--- src/rtl/sad_pkg.sv ---
// Shared widths, types and helpers for the streaming SAD line matcher.
// All sizing flows from the four base parameters below.
package sad_pkg;

  localparam int PIX_W    = 4;
  localparam int LINE_W   = 300;
  localparam int MAX_DISP = 16;
  localparam int WIN      = 5;

  localparam int DMAX   = (1 << PIX_W) - 1;
  localparam int DISP_W = $clog2(MAX_DISP);
  localparam int CFG_W  = $clog2(MAX_DISP + 1);
  localparam int SAD_W  = $clog2(WIN * DMAX + 1);
  localparam int COL_W  = $clog2(LINE_W);

  typedef logic [PIX_W-1:0] pix_t;
  typedef logic [SAD_W-1:0] sad_t;
  typedef logic [MAX_DISP-1:0][SAD_W-1:0] cost_vec_t;

  function automatic pix_t abs_diff(input pix_t a, input pix_t b);
    return (a >= b) ? pix_t'(a - b) : pix_t'(b - a);
  endfunction

  // A zero range still searches disparity 0; oversize ranges clamp to the array size.
  function automatic logic [CFG_W-1:0] clamp_disp(input logic [CFG_W-1:0] cfg);
    if (cfg == '0) return CFG_W'(1);
    if (cfg > CFG_W'(MAX_DISP)) return CFG_W'(MAX_DISP);
    return cfg;
  endfunction

endpackage

--- src/rtl/sad_argmin.sv ---
// Final pipeline stage: masked minimum over the per-disparity window sums,
// lowest index wins ties, with the confidence compare folded into the load.
module sad_argmin
  import sad_pkg::*;
(
  input  logic              clk,
  input  logic              rst,
  input  logic              en,
  input  logic              in_valid,
  input  cost_vec_t         costs,
  input  logic [CFG_W-1:0]  eff_disp,
  input  logic              in_eol,
  input  logic [SAD_W-1:0]  thresh,
  output logic              out_valid,
  output logic [DISP_W-1:0] out_disp,
  output logic [SAD_W-1:0]  out_cost,
  output logic              out_conf,
  output logic              out_eol
);

  logic [DISP_W-1:0] best_k;
  logic [SAD_W-1:0]  best_cost;

  logic              valid_q, valid_d;
  logic [DISP_W-1:0] disp_q, disp_d;
  logic [SAD_W-1:0]  cost_q, cost_d;
  logic              conf_q, conf_d;
  logic              eol_q, eol_d;

  // Candidate 0 is always in range, so it seeds the search; strict < keeps the lowest k on ties.
  always_comb begin
    best_k    = '0;
    best_cost = costs[0];
    for (int k = 1; k < MAX_DISP; k++) begin
      if ((k < int'(eff_disp)) && (costs[k] < best_cost)) begin
        best_k    = DISP_W'(k);
        best_cost = costs[k];
      end
    end
  end

  always_comb begin
    valid_d = valid_q;
    disp_d  = disp_q;
    cost_d  = cost_q;
    conf_d  = conf_q;
    eol_d   = eol_q;
    if (en) begin
      valid_d = in_valid;
      if (in_valid) begin
        disp_d = best_k;
        cost_d = best_cost;
        conf_d = (best_cost <= thresh);
        eol_d  = in_eol;
      end
    end
  end

  always_ff @(posedge clk or posedge rst) begin
    if (rst) begin
      valid_q <= 1'b0;
      disp_q  <= '0;
      cost_q  <= '0;
      conf_q  <= 1'b0;
      eol_q   <= 1'b0;
    end else begin
      valid_q <= valid_d;
      disp_q  <= disp_d;
      cost_q  <= cost_d;
      conf_q  <= conf_d;
      eol_q   <= eol_d;
    end
  end

  assign out_valid = valid_q;
  assign out_disp  = disp_q;
  assign out_cost  = cost_q;
  assign out_conf  = conf_q;
  assign out_eol   = eol_q;

endmodule

--- src/rtl/sad_line_matcher.sv ---
// Streaming 1-D SAD disparity core: per-disparity absolute differences, running
// WIN-wide window sums, then a masked argmin; all three stages share one enable.
module sad_line_matcher
  import sad_pkg::*;
(
  input  logic              clk,
  input  logic              rst,
  input  logic              in_valid,
  output logic              in_ready,
  input  logic [PIX_W-1:0]  in_left,
  input  logic [PIX_W-1:0]  in_right,
  input  logic              in_sol,
  input  logic              in_eol,
  input  logic [CFG_W-1:0]  cfg_max_disp,
  input  logic [SAD_W-1:0]  cfg_thresh,
  output logic              out_valid,
  input  logic              out_ready,
  output logic [DISP_W-1:0] out_disp,
  output logic [SAD_W-1:0]  out_cost,
  output logic              out_conf,
  output logic              out_eol,
  output logic              line_done
);

  typedef logic [MAX_DISP-1:0][PIX_W-1:0]          diff_vec_t;
  typedef logic [MAX_DISP-1:0][WIN-1:0][PIX_W-1:0] win_hist_t;

  logic adv;
  logic accept;

  logic [COL_W-1:0]               col_q, col_d, col_now;
  logic [CFG_W-1:0]               line_disp_q, line_disp_d, eff_now;
  logic [MAX_DISP-2:0][PIX_W-1:0] rhist_q, rhist_d;
  diff_vec_t                      rwin, diff_now;

  logic             s1_valid_q, s1_valid_d;
  logic             s1_sol_q, s1_sol_d;
  logic             s1_eol_q, s1_eol_d;
  logic [CFG_W-1:0] s1_eff_q, s1_eff_d;
  diff_vec_t        s1_diff_q, s1_diff_d;

  win_hist_t        whist_q, whist_d;
  cost_vec_t        sum_q, sum_d;
  logic             s2_valid_q, s2_valid_d;
  logic             s2_eol_q, s2_eol_d;
  logic [CFG_W-1:0] s2_eff_q, s2_eff_d;

  logic line_done_q, line_done_d;

  // rwin[k] is R[x-k]; a column left of k has no partner and costs DMAX.
  always_comb begin
    adv      = !out_valid || out_ready;
    accept   = in_valid && adv;
    rwin     = {rhist_q, in_right};
    eff_now  = in_sol ? clamp_disp(cfg_max_disp) : line_disp_q;

    if (in_sol)
      col_now = '0;
    else if (col_q == COL_W'(LINE_W - 1))
      col_now = col_q;
    else
      col_now = col_q + 1'b1;

    diff_now = '0;
    for (int k = 0; k < MAX_DISP; k++)
      diff_now[k] = (int'(col_now) < k) ? '1 : abs_diff(in_left, rwin[k]);

    col_d       = col_q;
    line_disp_d = line_disp_q;
    rhist_d     = rhist_q;
    s1_valid_d  = s1_valid_q;
    s1_sol_d    = s1_sol_q;
    s1_eol_d    = s1_eol_q;
    s1_eff_d    = s1_eff_q;
    s1_diff_d   = s1_diff_q;

    if (adv)
      s1_valid_d = in_valid;
    if (accept) begin
      col_d       = col_now;
      line_disp_d = eff_now;
      rhist_d     = rwin[MAX_DISP-2:0];
      s1_sol_d    = in_sol;
      s1_eol_d    = in_eol;
      s1_eff_d    = eff_now;
      s1_diff_d   = diff_now;
    end
  end

  // A line start refills the window with DMAX so sums never straddle two lines.
  always_comb begin
    whist_d    = whist_q;
    sum_d      = sum_q;
    s2_valid_d = s2_valid_q;
    s2_eol_d   = s2_eol_q;
    s2_eff_d   = s2_eff_q;

    if (adv) begin
      s2_valid_d = s1_valid_q;
      if (s1_valid_q) begin
        s2_eol_d = s1_eol_q;
        s2_eff_d = s1_eff_q;
        for (int k = 0; k < MAX_DISP; k++) begin
          if (s1_sol_q) begin
            whist_d[k] = '1;
            sum_d[k]   = SAD_W'((WIN - 1) * DMAX) + SAD_W'(s1_diff_q[k]);
          end else begin
            for (int w = WIN - 1; w > 0; w--)
              whist_d[k][w] = whist_q[k][w-1];
            sum_d[k] = sum_q[k] + SAD_W'(s1_diff_q[k]) - SAD_W'(whist_q[k][WIN-1]);
          end
          whist_d[k][0] = s1_diff_q[k];
        end
      end
    end
  end

  always_comb begin
    line_done_d = out_valid && out_ready && out_eol;
  end

  always_ff @(posedge clk or posedge rst) begin
    if (rst) begin
      col_q       <= '0;
      line_disp_q <= '0;
      rhist_q     <= '0;
      s1_valid_q  <= 1'b0;
      s1_sol_q    <= 1'b0;
      s1_eol_q    <= 1'b0;
      s1_eff_q    <= '0;
      s1_diff_q   <= '0;
      whist_q     <= '0;
      sum_q       <= '0;
      s2_valid_q  <= 1'b0;
      s2_eol_q    <= 1'b0;
      s2_eff_q    <= '0;
      line_done_q <= 1'b0;
    end else begin
      col_q       <= col_d;
      line_disp_q <= line_disp_d;
      rhist_q     <= rhist_d;
      s1_valid_q  <= s1_valid_d;
      s1_sol_q    <= s1_sol_d;
      s1_eol_q    <= s1_eol_d;
      s1_eff_q    <= s1_eff_d;
      s1_diff_q   <= s1_diff_d;
      whist_q     <= whist_d;
      sum_q       <= sum_d;
      s2_valid_q  <= s2_valid_d;
      s2_eol_q    <= s2_eol_d;
      s2_eff_q    <= s2_eff_d;
      line_done_q <= line_done_d;
    end
  end

  sad_argmin u_argmin (
    .clk       (clk),
    .rst       (rst),
    .en        (adv),
    .in_valid  (s2_valid_q),
    .costs     (sum_q),
    .eff_disp  (s2_eff_q),
    .in_eol    (s2_eol_q),
    .thresh    (cfg_thresh),
    .out_valid (out_valid),
    .out_disp  (out_disp),
    .out_cost  (out_cost),
    .out_conf  (out_conf),
    .out_eol   (out_eol)
  );

  assign in_ready  = adv;
  assign line_done = line_done_q;

endmodule

--- config.mk ---
export PLATFORM = sky130hd
export DESIGN_NAME = sad_line_matcher
export DESIGN_NICKNAME = d
export VERILOG_FILES = /design/src/rtl/sad_pkg.sv /design/src/rtl/sad_argmin.sv /design/src/rtl/sad_line_matcher.sv
export SDC_FILE = /design/constraint.sdc
export NUM_CORES = 2
export LEC_CHECK = 0
export CAP_MARGIN = 15
export CELL_PAD_IN_SITES_DETAIL_PLACEMENT = 1
export CELL_PAD_IN_SITES_GLOBAL_PLACEMENT = 1
export CORE_MARGIN = 1
export CORE_UTILIZATION = 40
export CTS_CLUSTER_DIAMETER = 40
export DETAILED_ROUTE_END_ITERATION = 7
export PLACE_DENSITY = 0.74
export SLEW_MARGIN = 0
export SYNTH_ARGS = -nofsm -noshare
export SYNTH_HDL_FRONTEND = slang
export SYNTH_HIERARCHICAL = 1
export SYNTH_SLANG_ARGS = --single-unit
--- constraint.sdc ---
create_clock -name clk -period 32 [get_ports clk]
set_input_delay 3.2 -clock clk [delete_from_list [all_inputs] [get_ports clk]]
set_output_delay 3.2 -clock clk [all_outputs]
set_load 0.01 [all_outputs]
=== After elaboration in Yosys (flattened, before gate mapping) ===
Index checks and enable logic that the tools add are counted.
Widths: inputs -> output; s select.

* Add/subtract/negate cells: 81
* Multiply operators: 0
* Divide/modulo/power cells: 0
* $lt $le $gt $ge: 63
* Equal/unequal tests: 1
* Shift operators: 0
* Muxes and demuxes: 103
* Bitwise logic cells: 0
* Reductions and logical operators: 24

{| class="wikitable"
|+ Operator list
! cell !! count
|-
| $mux 16 || 16
|-
| $mux 7 || 31
|-
| $mux 4 || 39
|-
| $sub 4x4->4 || 32
|-
| $add 6x4->7 const A || 16
|-
| $add 7x4->7 || 16
|-
| $sub 7x4->7 || 16
|-
| $lt 7x7->1 || 15
|-
| $lt 9x4->1 const B || 8
|-
| $ge 4x4->1 || 16
|-
| $lt 4x5->1 const A || 8
|-
| $lt 9x3->1 const B || 4
|-
| $mux 5 || 5
|-
| $lt 3x5->1 const A || 4
|-
| $logic_and 1x1->1 || 18
|-
| $lt 9x2->1 const B || 2
|-
| $mux 9 || 2
|-
| $mux 3 || 4
|-
| $lt 2x5->1 const A || 2
|-
| $add 9x1->9 const B || 1
|-
| $eq 9x9->1 const B || 1
|-
| $lt 9x1->1 const B || 1
|-
| $le 7x7->1 || 1
|-
| $reduce_and 2->1 || 3
|-
| other kinds (7) || 11
|}

* Register bits: 595
* Bits in latches: 0
* Bits in writable memories: 0
* Bits in read-only memories: 0
* Output and inout bits: 16
* Logic and storage cells: 413
* Memories kept: 0

=== Logic depth before layout (Yosys ltp) ===
* Depth after elaboration: 46
* Depth in mapped cells: 154
* Depth with buffers taken out: 138

=== Cells and area by module ===
Netlist, hierarchy kept.

{| class="wikitable"
|+ Modules (own cells, without submodules)
! module !! instances !! cells each !! area an instance (um^2) !! sequential area each (um^2)
|-
| sad_line_matcher || 1 || 3770 || 33455.8 || 14538.9
|-
| sad_argmin || 1 || 900 || 6532.5 || 350.3
|}

=== Least setup slack after synthesis ===
Ideal clock, no wire load.

* Kind: flip-flop to flip-flop
* Start point: reg sum_q[5] in the netlist's numbering
* End point: reg u_argmin.conf_q (netlist: u_argmin/out_conf)
* Setup time: 65 ps
* Arrival time: 26037 ps
* Setup slack: 5898 ps
* Cell stages (with the launch flop): 146
* Path buffers: 15
* Clock period less this slack: 26102 ps
* Cell sequence: dfrtp_1 inv_1 ha_1 o21a_1 a211oi_2 a21boi_2 buf_6 a21oi_1 ha_1 nand2_1 or4_1 a21oi_1 a221oi_2 maj3_2 o221ai_4 clkbuf_1 nor2_1 a21oi_1 [110 not listed] nor2b_1 o21ai_0 nand3b_1 a211o_1 a21oi_1 or2_2 buf_4 buf_4 o21ai_2 o31ai_1 ha_1 nor2b_1 o21ai_0 nand2b_1 a21oi_1 o21ai_0 o211ai_1 o21a_1

* Cells in the longest elaborated chain, start to end: 46

{| class="wikitable"
|+ RTL lines
! element !! line !! RTL
|-
| start, declared || sad_line_matcher.sv:43 || <nowiki>cost_vec_t sum_q, sum_d;</nowiki>
|-
| start signal, assigned || sad_line_matcher.sv:148 || <nowiki>sum_q <= sum_d;</nowiki>
|-
| $lt 7x7->1 || sad_argmin.sv:35 || <nowiki>if ((k < int'(eff_disp)) && (costs[k] < best_cost)) begin</nowiki>
|-
| $logic_and 1x1->1 || sad_argmin.sv:35 ||
|-
| $mux 7 (*) || sad_argmin.sv:35 ||
|-
| $lt 7x7->1 || sad_argmin.sv:35 ||
|-
| $logic_and 1x1->1 || sad_argmin.sv:35 ||
|-
| $mux 7 (*) || sad_argmin.sv:35 ||
|-
| $lt 7x7->1 || sad_argmin.sv:35 ||
|-
| $logic_and 1x1->1 || sad_argmin.sv:35 ||
|-
| [31 not listed] || n/a ||
|-
| $lt 7x7->1 || sad_argmin.sv:35 ||
|-
| $logic_and 1x1->1 || sad_argmin.sv:35 ||
|-
| $mux 7 (*) || sad_argmin.sv:35 ||
|-
| $lt 7x7->1 || sad_argmin.sv:35 ||
|-
| $logic_and 1x1->1 || sad_argmin.sv:35 ||
|-
| $mux 7 (*) || sad_argmin.sv:35 ||
|-
| via u_argmin.best_cost[1] || sad_argmin.sv:22 || <nowiki>logic [SAD_W-1:0] best_cost;</nowiki>
|-
| $le 7x7->1 (*) || sad_argmin.sv:53 || <nowiki>conf_d = (best_cost <= thresh);</nowiki>
|-
| end signal, assigned || sad_argmin.sv:70 || <nowiki>conf_q <= conf_d;</nowiki>
|-
| end, declared || sad_argmin.sv:27 || <nowiki>logic conf_q, conf_d;</nowiki>
|}

The timed path passes the listed nets; every way through them passes the cells marked *.
A chain may end at the register's enable or synchronous reset.

=== Worst setup path in the final report ===
Ends and elaborated chain as after synthesis.

==> results.yml <==
route:
  finalWirelength_mm: 113
  met1_length_mm: 57.8
  wl_met3_mm: 4.01
  drtIter0Drc: 2044
  wl_per_cell_um: 18.7
  ant_nets: 0
  drc: 0
  viasPerCell: 5.47
  top_layer_used: "met4"
  met2WireLength_mm: 48.2
  routed-via-count: 33000
  dr.pass1.iters: 5
yosys:
  synthFlopType: "dfrtp_1"
  synth-warning-count: 6
  synthCells: 4670
  ys_types: 117
  synth_top_area_share: 0.372
  synth-seq-cells: 595
  synth_nets: 5078
  synthArstFlopShare: 1.00
  avgSynthCellArea_sq_um: 8.56
  netlist_area_sq_mm: 0.0400
  synth-edff-count: 0
  yosysSeqAreaShare: 0.372
  synth.largest_area_cell: "dfrtp_1"
  ys_top_cells_by_area: "dfrtp_1 37%, nand2_1 9.4%, ha_1 8.9%, o21ai_0 8.0%, fa_1 4.8%"
cells_and_area:
  multi_input_area_sq_mm: 0.0223
  regArea_sq_mm: 0.0149
  fin_util: 0.458
  layout.nets: 5054
  fin_area_sq_mm: 0.0452
  area_delta_synth_final_pct: 13.1
  drive_gt1_frac: 0.0777
  fill_cells: 11500
clocking:
  clk_latency_ns: 0.68
  cts_buffers: 111
  cts_tree: "done"
  htree_levels: 3
  ctsRootBufferMaster: "clkbuf_16"
  clkSinkCount: 595
  path_clk_slew_ns: 0.05
  clock_path_buffers: 3
worst_setup_path:
  critPathMaxFanout: 18
  crit_type: "reg2reg"
  max_stage_delay_ns: 0.48
  r2r_cells: 135
  critPathMostFrequentCell: "ha_1"
  crit_slowest_cell: "a2111oi_4"
  worst_ep_required_time_ns: 32.61
  start_kind: "flip-flop"
  critPathArrivalTime_ns: 30.15
  cp-end-kind: "flip-flop"
grt:
  grt_pass1_vias: 34200
  grt_max_degree: 212
  track_usage: 0.224
  overflow: 0
  grt_pass1_wl_mm: 186
  antenna_found_initial: 0
place:
  dpl.hpwl_mm: 78.5
  gp_congestion: 0.871
  post_dp_cell_area_sq_mm: 0.0414
  portBuffers: 41
timing:
  finClkSkew_ns: 0.0188
  fmax_mhz: 33.8
  setup_viol: 0
  rsz0062_at_grt: "false"
  slew_headroom: 0.254
  holdWs_ns: 0.456
  tns_ns: 0
  drv_slew: 0
  period_share: 0.923
  hold_viol_final: 0
  finalCriticalPeriod_ns: 29.54
  tightestPinTransition_ns: 1.12
die:
  die_area_sq_mm: 0.101
  ioPinCount: 42
  fp.dieW_um: 318
  num_rows: 115
  initial_utilization: 0.405
  fp.dieH_um: 318
  fp.coreArea_sq_mm: 0.0987
hold_path:
  hold_path_class: "reg2reg"
  hold_depth: 2
job:
  cap_violations: 0
outcome:
  status: "complete, no violations"
-- flip-flops by register name, indices dropped and copies added, names as in the netlist, 4 cells and up --
signal,flops
col_q,9
rhist_q,60
s1_diff_q,64
s1_eff_q,5
s2_eff_q,5
sum_q,112
u_argmin/out_cost,7
u_argmin/out_disp,4
whist_q,320
-- cells in the mapped netlist (13+ instances only) --
cell and n:
nand2_1 997, o21ai_0 637, dfrtp_1 595, inv_1 507
ha_1 286, a21oi_1 181, clkbuf_1 164, nor2_1 141
mux2i_1 121, fa_1 96, xnor2_1 79, a31oi_1 65
nor3_1 63, nor2b_1 45, a21o_1 38, a211oi_1 34
mux2_2 33, o21a_1 27, a21boi_0 24, a22oi_1 24
nand2b_1 22, nand3_1 22, o21bai_1 21, o31ai_1 20
buf_1 18, nor3b_1 18, a211o_1 17, maj3_1 17
buf_4 16, o211ai_1 16, o311ai_0 16, xor2_1 14
buf_2 13, or4b_1 13
-- stage by stage --
stage / setup slack [ns] / instances
finish: 2.46 / 6025
global route: 0.253 / 6024
CTS: 0.983 / 6016
detailed placement: 1.05 / 5812
global placement: 1.98 / 5812
floorplan: 5.90 / 4670
-- per-layer routing --
metal / GRT usage / up-vias
met5: 0 / -
li1: - / 15900
met1: 0.332 / 16500
met2: 0.337 / 445
met4: 0.0673 / 0
met3: 0.0296 / 165
-- path summary, 6_finish.rpt --
path,startpoint,endpoint,slack (ns)
min in group asynchronous,rst,u_argmin/out_eol$_DFFE_PP0P_,3.06
max reg2reg,sum_q[5]$_DFFE_PP0P_,u_argmin/out_conf$_DFFE_PP0P_,2.46
min reg2reg,whist_q[305]$_DFFE_PP0P_,whist_q[305]$_DFFE_PP0P_,0.46
max in group asynchronous,rst,rhist_q[0]$_DFFE_PP0P_,26.51
max,sum_q[5]$_DFFE_PP0P_,u_argmin/out_conf$_DFFE_PP0P_,2.46
min,whist_q[305]$_DFFE_PP0P_,whist_q[305]$_DFFE_PP0P_,0.46
-- cells in the final DEF (no fill, tap or decap), types with 27 or more instances in the layout --
master	n
inv_1	505
mux2_2	33
mux2i_1	121
ha_1	286
nor2b_1	45
dfrtp_1	594
xnor2_1	79
clkdlybuf4s50_1	40
fa_1	96
nor3_1	63
a211oi_1	34
o21a_1	27
nor2_1	141
a31oi_1	65
o21ai_0	637
nand2_1	995
a21oi_1	180
a21o_1	37
clkbuf_16	113
buf_4	37
-- layout make-up --
cell class,instances,share of cell area
multi-input cells,3350,0.493
flip-flops and latches,595,0.329
clock buffers,137,0.0667
inverters,508,0.0423
well taps,1287,0.0356
clock inverters,67,0.0168
repair buffers,80,0.0160
diodes,1,0.0000553
-- what timing repair did --
action                     CTS  global route
setup buffers                0             8
hold buffers                 0             0
setup endpoints to repair    0            12
resized for setup            0             7
-- worst max-delay path: cells and delay by family (launching register included) --
kind | cells | cell delay, ns
AO/OA/AOI/OAI | 60 | 13.73
adder cells (fa/ha/maj) | 19 | 5.57
AND/OR/NAND/NOR | 32 | 5.22
multiplexers | 9 | 2.73
buffers and inverters | 15 | 1.73
flip-flops | 1 | 0.43
-- kinds of logic (layout without fill, tap and decap cells) --
family          count (synthesis)  in the layout  synth area share
simple gates                 1405           1405             0.150
other cells                     0              1                 0
mux                           165            165            0.0436
flops                         595            595             0.372
fa+ha+maj                     404            404             0.143
xor+xnor                       94             94            0.0208
buf+inv                       725            792            0.0709
compound gates               1282           1282             0.199
Power is left out: the tool's default activity adds up to more than one toggle a clock period on the data nets, which glitch-free logic cannot reach.
